**src/rtl/bsg_tanh_sched.sv**
```systemverilog
// Round-robin scheduler sharing one tanh unit among els_p requesters, one operation in flight.
// Unit results that arrive outside eWAIT (e.g. after a timeout) are consumed and dropped.
module bsg_tanh_sched #(
  parameter int unsigned els_p       = 4,
  parameter int unsigned ang_width_p = 21,
  parameter int unsigned ans_width_p = 32,
  parameter int unsigned timeout_p   = 255
) (
  input  logic                           clk_i,
  input  logic                           reset_n_i,

  input  logic [els_p-1:0]               v_i,
  input  logic [els_p*ang_width_p-1:0]   ang_i,
  output logic [els_p-1:0]               ready_o,

  output logic                           v_o,
  output logic [ans_width_p-1:0]         tanh_o,
  output logic [$clog2(els_p)-1:0]       id_o,
  output logic                           err_o,
  input  logic                           ready_i,

  output logic                           unit_v_o,
  output logic [ang_width_p-1:0]         unit_ang_o,
  input  logic                           unit_ready_i,

  input  logic                           unit_v_i,
  input  logic [ans_width_p-1:0]         unit_tanh_i,
  output logic                           unit_yumi_o,

  output logic [15:0]                    done_cnt_o
);

  localparam int unsigned id_width_lp  = $clog2(els_p);
  localparam int unsigned cnt_width_lp = $clog2(timeout_p + 1);
  localparam logic [id_width_lp:0]    els_lp     = (id_width_lp + 1)'(els_p);
  localparam logic [id_width_lp-1:0]  last_id_lp = id_width_lp'(els_p - 1);
  // Counter value on the last waiting cycle; the timeout fires as it would reach timeout_p.
  localparam logic [cnt_width_lp-1:0] last_cnt_lp = cnt_width_lp'(timeout_p - 1);

  typedef enum logic [1:0] {eIDLE, eISSUE, eWAIT, eRESP} state_e;

  state_e                   state_q, state_d;
  logic [id_width_lp-1:0]   rr_ptr_q, rr_ptr_d;
  logic [id_width_lp-1:0]   id_q, id_d;
  logic [ang_width_p-1:0]   ang_q, ang_d;
  logic [ans_width_p-1:0]   tanh_q, tanh_d;
  logic                     err_q, err_d;
  logic [cnt_width_lp-1:0]  cnt_q, cnt_d;
  logic [15:0]              done_q, done_d;

  logic                     gnt_v;
  logic [id_width_lp-1:0]   gnt_id;

  // First valid requester at or above rr_ptr, wrapping modulo els_p.
  always_comb begin
    logic [id_width_lp:0] idx;
    gnt_v  = 1'b0;
    gnt_id = '0;
    idx    = '0;
    for (int unsigned k = 0; k < els_p; k++) begin
      idx = {1'b0, rr_ptr_q} + (id_width_lp + 1)'(k);
      if (idx >= els_lp) idx = idx - els_lp;
      if (!gnt_v && v_i[idx[id_width_lp-1:0]]) begin
        gnt_v  = 1'b1;
        gnt_id = idx[id_width_lp-1:0];
      end
    end
  end

  always_comb begin
    ready_o = '0;
    if (reset_n_i && (state_q == eIDLE) && gnt_v) ready_o[gnt_id] = 1'b1;
  end

  always_comb begin
    state_d  = state_q;
    rr_ptr_d = rr_ptr_q;
    id_d     = id_q;
    ang_d    = ang_q;
    tanh_d   = tanh_q;
    err_d    = err_q;
    cnt_d    = cnt_q;
    done_d   = done_q;
    unique case (state_q)
      eIDLE: begin
        if (gnt_v) begin
          ang_d    = ang_i[gnt_id*ang_width_p +: ang_width_p];
          id_d     = gnt_id;
          rr_ptr_d = (gnt_id == last_id_lp) ? '0 : gnt_id + 1'b1;
          state_d  = eISSUE;
        end
      end
      eISSUE: begin
        if (unit_ready_i) begin
          cnt_d   = '0;
          state_d = eWAIT;
        end
      end
      eWAIT: begin
        cnt_d = cnt_q + 1'b1;
        if (unit_v_i) begin
          tanh_d  = unit_tanh_i;
          err_d   = 1'b0;
          state_d = eRESP;
        end else if (cnt_q == last_cnt_lp) begin
          tanh_d  = '0;
          err_d   = 1'b1;
          state_d = eRESP;
        end
      end
      eRESP: begin
        if (ready_i) begin
          done_d  = done_q + 16'd1;
          state_d = eIDLE;
        end
      end
      default: state_d = eIDLE;
    endcase
  end

  always_ff @(posedge clk_i) begin
    if (!reset_n_i) begin
      state_q  <= eIDLE;
      rr_ptr_q <= '0;
      id_q     <= '0;
      ang_q    <= '0;
      tanh_q   <= '0;
      err_q    <= 1'b0;
      cnt_q    <= '0;
      done_q   <= '0;
    end else begin
      state_q  <= state_d;
      rr_ptr_q <= rr_ptr_d;
      id_q     <= id_d;
      ang_q    <= ang_d;
      tanh_q   <= tanh_d;
      err_q    <= err_d;
      cnt_q    <= cnt_d;
      done_q   <= done_d;
    end
  end

  assign v_o         = (state_q == eRESP);
  assign tanh_o      = tanh_q;
  assign id_o        = id_q;
  assign err_o       = err_q;
  assign unit_v_o    = (state_q == eISSUE);
  assign unit_ang_o  = ang_q;
  // Always accept: in eWAIT the result is captured, anywhere else it is stale.
  assign unit_yumi_o = unit_v_i;
  assign done_cnt_o  = done_q;

endmodule
```
**config.mk**
```make
export PLATFORM = sky130hd
export DESIGN_NAME = bsg_tanh_sched
export DESIGN_NICKNAME = d
export VERILOG_FILES = /design/src/rtl/bsg_tanh_sched.sv
export SDC_FILE = /design/constraint.sdc
export NUM_CORES = 1
export LEC_CHECK = 0
export ABC_AREA = 1
export BUFFER_PORTS_ARGS = -buffer_cell sky130_fd_sc_hd__buf_4
export CAP_MARGIN = 20
export CORE_MARGIN = 1
export CORE_UTILIZATION = 44
export CTS_BUF_LIST = sky130_fd_sc_hd__clkbuf_8
export DETAILED_ROUTE_END_ITERATION = 6
export PLACE_DENSITY = 0.86
export SKIP_CTS_REPAIR_TIMING = 1
export SLEW_MARGIN = 20
export SYNTH_ARGS = -nofsm -noshare
export SYNTH_HDL_FRONTEND = slang
export SYNTH_SLANG_ARGS = --single-unit
```
**constraint.sdc**
```tcl
create_clock -name clk_i -period 2 [get_ports clk_i]
set_input_delay 0.1 -clock clk_i [delete_from_list [all_inputs] [get_ports clk_i]]
set_output_delay 0.1 -clock clk_i [all_outputs]
set_load 0.005 [all_outputs]
```
# Word level (Yosys, flattened, before mapping)
# Index checks and enable logic that the tools add are counted.
# totals
reg_bits	84
out_inout_bits	79
elab_cells	92
# classes
n_addsub	10
n_mul	1
n_lt_le_gt_ge	10
eq_ne	9
shifts	1
n_mux	36
n_reduce_logical	17
# ops
operator	count
84-bit by 8-bit variable part select with 21-bit output	1
32-bit 2-to-1 mux	2
2-bit 2-to-1 mux	14
16-bit by 1-bit adder with 16-bit output, second input constant	1
8-bit one-hot mux with 2 select lines	1
2-bit by 3-bit less-than comparator with 1-bit output, second input constant	5
1-bit 2-to-1 mux	11
3-bit greater-or-equal comparator, second input constant	3
8-bit by 1-bit adder with 8-bit output, second input constant	1
1-bit binary-select mux with 2-bit select	4
8-bit equality test, second input constant	1
8-bit 2-to-1 mux	1
2-bit one-hot mux with 4 select lines	1
2-bit AND reduction	4
2-bit by 1-bit subtractor with 2-bit output, second input constant	4
2-bit by 5-bit multiplier with 7-bit output, second input constant	1
2-bit by 2-bit adder with 3-bit output, second input constant	2
2-bit equality test, second input constant	3
1-bit logical AND	6
4-bit 2-to-1 mux	1
2-bit by 1-bit inequality test with 1-bit output, second input constant	2
4-bit AND reduction	1
2-bit nonzero test	2
2-bit by 1-bit adder with 3-bit output, second input constant	1
9 further kinds	11

# Logic depth before layout (Yosys ltp)
# logic_depth
word_depth	19
depth_mapped	15
depth_no_buf	14

# Worst setup path before layout
# OpenSTA, ideal clock, no wires.
# synth_timing
kind	flip-flop to flip-flop
start	register rr_ptr_q[0]
end	register rr_ptr_q[1]
setup_time_ns	0.119
t_arrival_ns	1.786
required_time_ns	1.881
path_slack_ns	0.095
stages_incl_launch_ff	15
period_less_slack_ns	1.905
cell_sequence	dfxtp_1 buf_6 nand2_1 nand2_1 nand2_1 nand2_1 nor2_1 nor2_2 nand2_4 nand2_4 inv_6 buf_12 ha_1 o21ai_0 a21oi_1
# synth_via
elab_chain_len	16
# synth_rtl
item	line_no	text
start, declared	43	logic [id_width_lp-1:0] rr_ptr_q, rr_ptr_d;
start signal, assigned	133	rr_ptr_q <= rr_ptr_d;
parallel branches: the longest is 16 deep, another holds 2-bit by 1-bit adder with 3-bit output	--	
# Parallel ways; which one is timed is not known. The select of a mux whose other input is x is not followed.
# A chain may end at the register's enable or synchronous reset.

# Final worst setup path
# layout_timing
start	register rr_ptr_q[0]
end	output ready_o[1]
# layout_via
elab_chain_len	19
# layout_rtl
item	line_no	text
parallel branches: the longest is 18 deep, another holds 2-bit by 1-bit adder with 3-bit output	--	
4-bit 2-to-1 mux *	72	if (reset_n_i && (state_q == eIDLE) && gnt_v) ready_o[gnt_id] = 1'b1;
end, declared	14	output logic [els_p-1:0] ready_o,
# Mark *: on every way between the ends. The select of a mux whose other input is x is not followed.

==> metrics.yaml <==
status: "finished, violations left"
failed_checks: "hold timing, setup timing"
min_period_ns: 2.23
grtUsageMet3_pct: 3.63
port_buffers: 203
rsz0062_at_grt: "yes"
multi_input_area_um2: 2650
clkTransAtPathRegs_ns: 0.10
hold_class: "input port to flop"
criticalPathCategory: "flop to primary output"
initial_core_util_pct: 45.1
gp_congestion: 0.868
crit_path_max_fanout: 7
cts_tree: "built"
leakagePower_nw: 3.61
cp.required_ns: 1.90
slowest_delay_ns: 0.43
htreeDepth: 3
viasPerCell: 4.96
grt_start_max_net_pins: 43
final-setup-viol-count: 5
cp_cell_sequence: "inv_6 -> nand2_2 -> nand2_4 -> nand2_4 -> nand2_4 -> nand4_1 -> nand2_2 -> nor2_4 -> inv_2 -> buf_6 -> nor3_4 -> buf_4"
drv_slew: 0
synth_cell_types: 35
worstReg2RegEnd: "unit_ang_o[5]"
clock-sinks: 84
regArea_um2: 1690
core_area_um2: 10200
vdd_ir_drop_max_v: 0.000676
nets: 1095
syn_nets: 858
drt_iter0_markers: 320
r2r_cells: 16
busiest_layer: "met2"
die_h_um: 104
regToRegSetupSlack_ns: -0.07
routed_wl_um: 15000
grt_pass1_vias: 4728
root_buffer: "clkbuf_8"
gr-usage-met1_pct: 30.4
worst_path_max_delay_cell: "dfxtp_4"
finalNonFillerCells: 1103
crit_path_start_kind: "flop"
final_cell_mix: "269 x nand2_1, 235 x buf_4, 80 x dfxtp_1"
worst_setup_path_end_kind: "primary output"
hold_ws_ns: -0.00187
synthTopCellsByArea: "dfxtp_1 36%, nand2_1 24%, nand3_1 8.1%"
hold_viol: 1
diodes: 0
worst_pin_slew_ns: 0.464
ant_nets: 0
synth_area_um2: 4610
mostFrequentLayoutCell: "nand2_1"
antenna_found_initial: 0
dr.pass1.iters: 5
fillers: 809
ys_ff_latch: 84
yosysTopAreaCellShare_pct: 36.5
fmax_ghz: 0.448
crit_path_frequent_cell: "nand2_4"
dieArea_um2: 10900
cts-buffers-inserted: 9
finalCritPeriodShare_pct: 112
grtUsageMet2_pct: 40.7
place_ws_ns: -0.165
hp-start: "unit_tanh_i[0]"
grt.total_usage_pct: 24.1
relSlewSlack_pct: 68.9
worst_slack_ns: -0.234
ys_warn_count: 0
skew_ns: 0.0104
maxCapViolations: 0
areaGrowthSynthToFinish_pct: 54.0
via_count: 5474
r2r_start: "rr_ptr_q[0]"
worstPathArrival_ns: 2.13
hold_depth: 3
cts_max_path_buffers: 2
wire_per_inst_um: 13.6
drc: 0
synthCells: 725
synth_area_leader_cell: "dfxtp_1"
boundaryPins: 204
ys_seq_area_share_pct: 36.5
gr-total-overflow: 0
drive_above_1_share_pct: 35.3
syn_avg_cell_area_um2: 6.36
hold_path_end: "tanh_o[0]"
worst_skew_pair.late_latency_ns: 0.36
rows: 37
cellPowerDensity_nw_per_um2: 1170
grt_pass1_wl_um: 21600
hpwl_um: 9690
placedCellCount: 1055
die_w_um: 104
==> registers in the layout, indices dropped and copies added (netlist names) <==
name and flops:
done_cnt_o 16, cnt_q 8, id_o 2, state_q 2
err_o 1, tanh_o 32, rr_ptr_q 2, unit_ang_o 21
==> cells by family (layout without fill, tap and decap cells) <==
family	count (synthesis)	after routing	synth area share, %
adders and majority gates	8	8	2.17
AOI/OAI and AO/OA	72	72	8.08
and+or+nand+nor	444	444	41.6
buffers and inverters	115	357	11.4
xor gates and xnor gates	2	2	0.380
DFF	84	84	36.5
==> layout make-up <==
class,instances,area share (%)
clock buffers,9,1.74
clock inverters,7,1.14
inverters,80,4.51
multi-input cells,526,37.2
flip-flops and latches,84,23.8
well taps,136,2.39
repair buffers,260,29.1
repair inverters,1,0.0880
==> synthesized netlist by cell type <==
library cell / count
buf_1: 3
clkbuf_1: 11
dfxtp_1: 84
nor2_1: 30
buf_2: 9
buf_12: 1
nor3_1: 14
nor2_4: 3
nor3b_1: 3
o21ai_2: 1
clkinv_1: 1
a31oi_1: 1
or2_2: 1
inv_6: 1
inv_2: 5
nand2_2: 12
nand3b_1: 1
ha_1: 8
buf_6: 5
xnor2_1: 2
buf_4: 6
nand3_1: 75
nor2_2: 2
a21oi_1: 52
nand3_2: 2
a211oi_1: 2
nand4_1: 4
inv_1: 73
nand3b_4: 1
nand2_1: 292
o21ai_0: 14
o21a_1: 1
nand2_4: 3
and3_1: 1
o21ai_1: 1
==> worst max-delay path, delay by kind of cell, from the launching register on <==
| kind | cells | cell delay, ns |
|---|---|---|
| buffers and inverters | 4 | 0.41 |
| AND/OR/NAND/NOR | 8 | 0.92 |
| flip-flops | 1 | 0.43 |
==> how the worst max path moves through the flow <==
stage | from | to
finish | rr_ptr_q[0] | ready_o[1]
global route | rr_ptr_q[1] | ready_o[1]
CTS | rr_ptr_q[0] | ready_o[1]
detailed placement | rr_ptr_q[0] | ready_o[1]
global placement | rr_ptr_q[0] | ready_o[1]
floorplan | rr_ptr_q[0] | rr_ptr_q[1]
==> layer usage <==
metal | vias up | wire length (um) | share of wire [%]
li1 | 2736 | - | -
met1 | 2512 | 6280 | 42
met2 | 188 | 7500 | 50
met3 | 38 | 742 | 5.0
met4 | 0 | 434 | 2.9
met5 | - | 0 | 0
==> through the flow <==
stage	utilization [%]	TNS (ns)	power [mW]	cell area [um2]
final	69.5	-0.891	8.31	7110
after global routing	69.5	-3.40	8.87	7110
after CTS	63.8	-2.14	7.40	6530
after detailed placement	61.8	-0.278	6.08	6320
after global placement	61.8	-0.112	6.01	6320
after floorplan	-	0	4.82	4610
==> power by group <==
part / switching, mW / internal [mW] / total (mW) / leakage (nW)
clock network: 0.695 / 0.600 / 1.30 / 0.107
registers: 0.176 / 1.94 / 2.12 / 0.685
logic: 2.82 / 2.08 / 4.90 / 2.82
total: 3.69 / 4.62 / 8.31 / 3.61
Power figures use the tool's default switching activity.
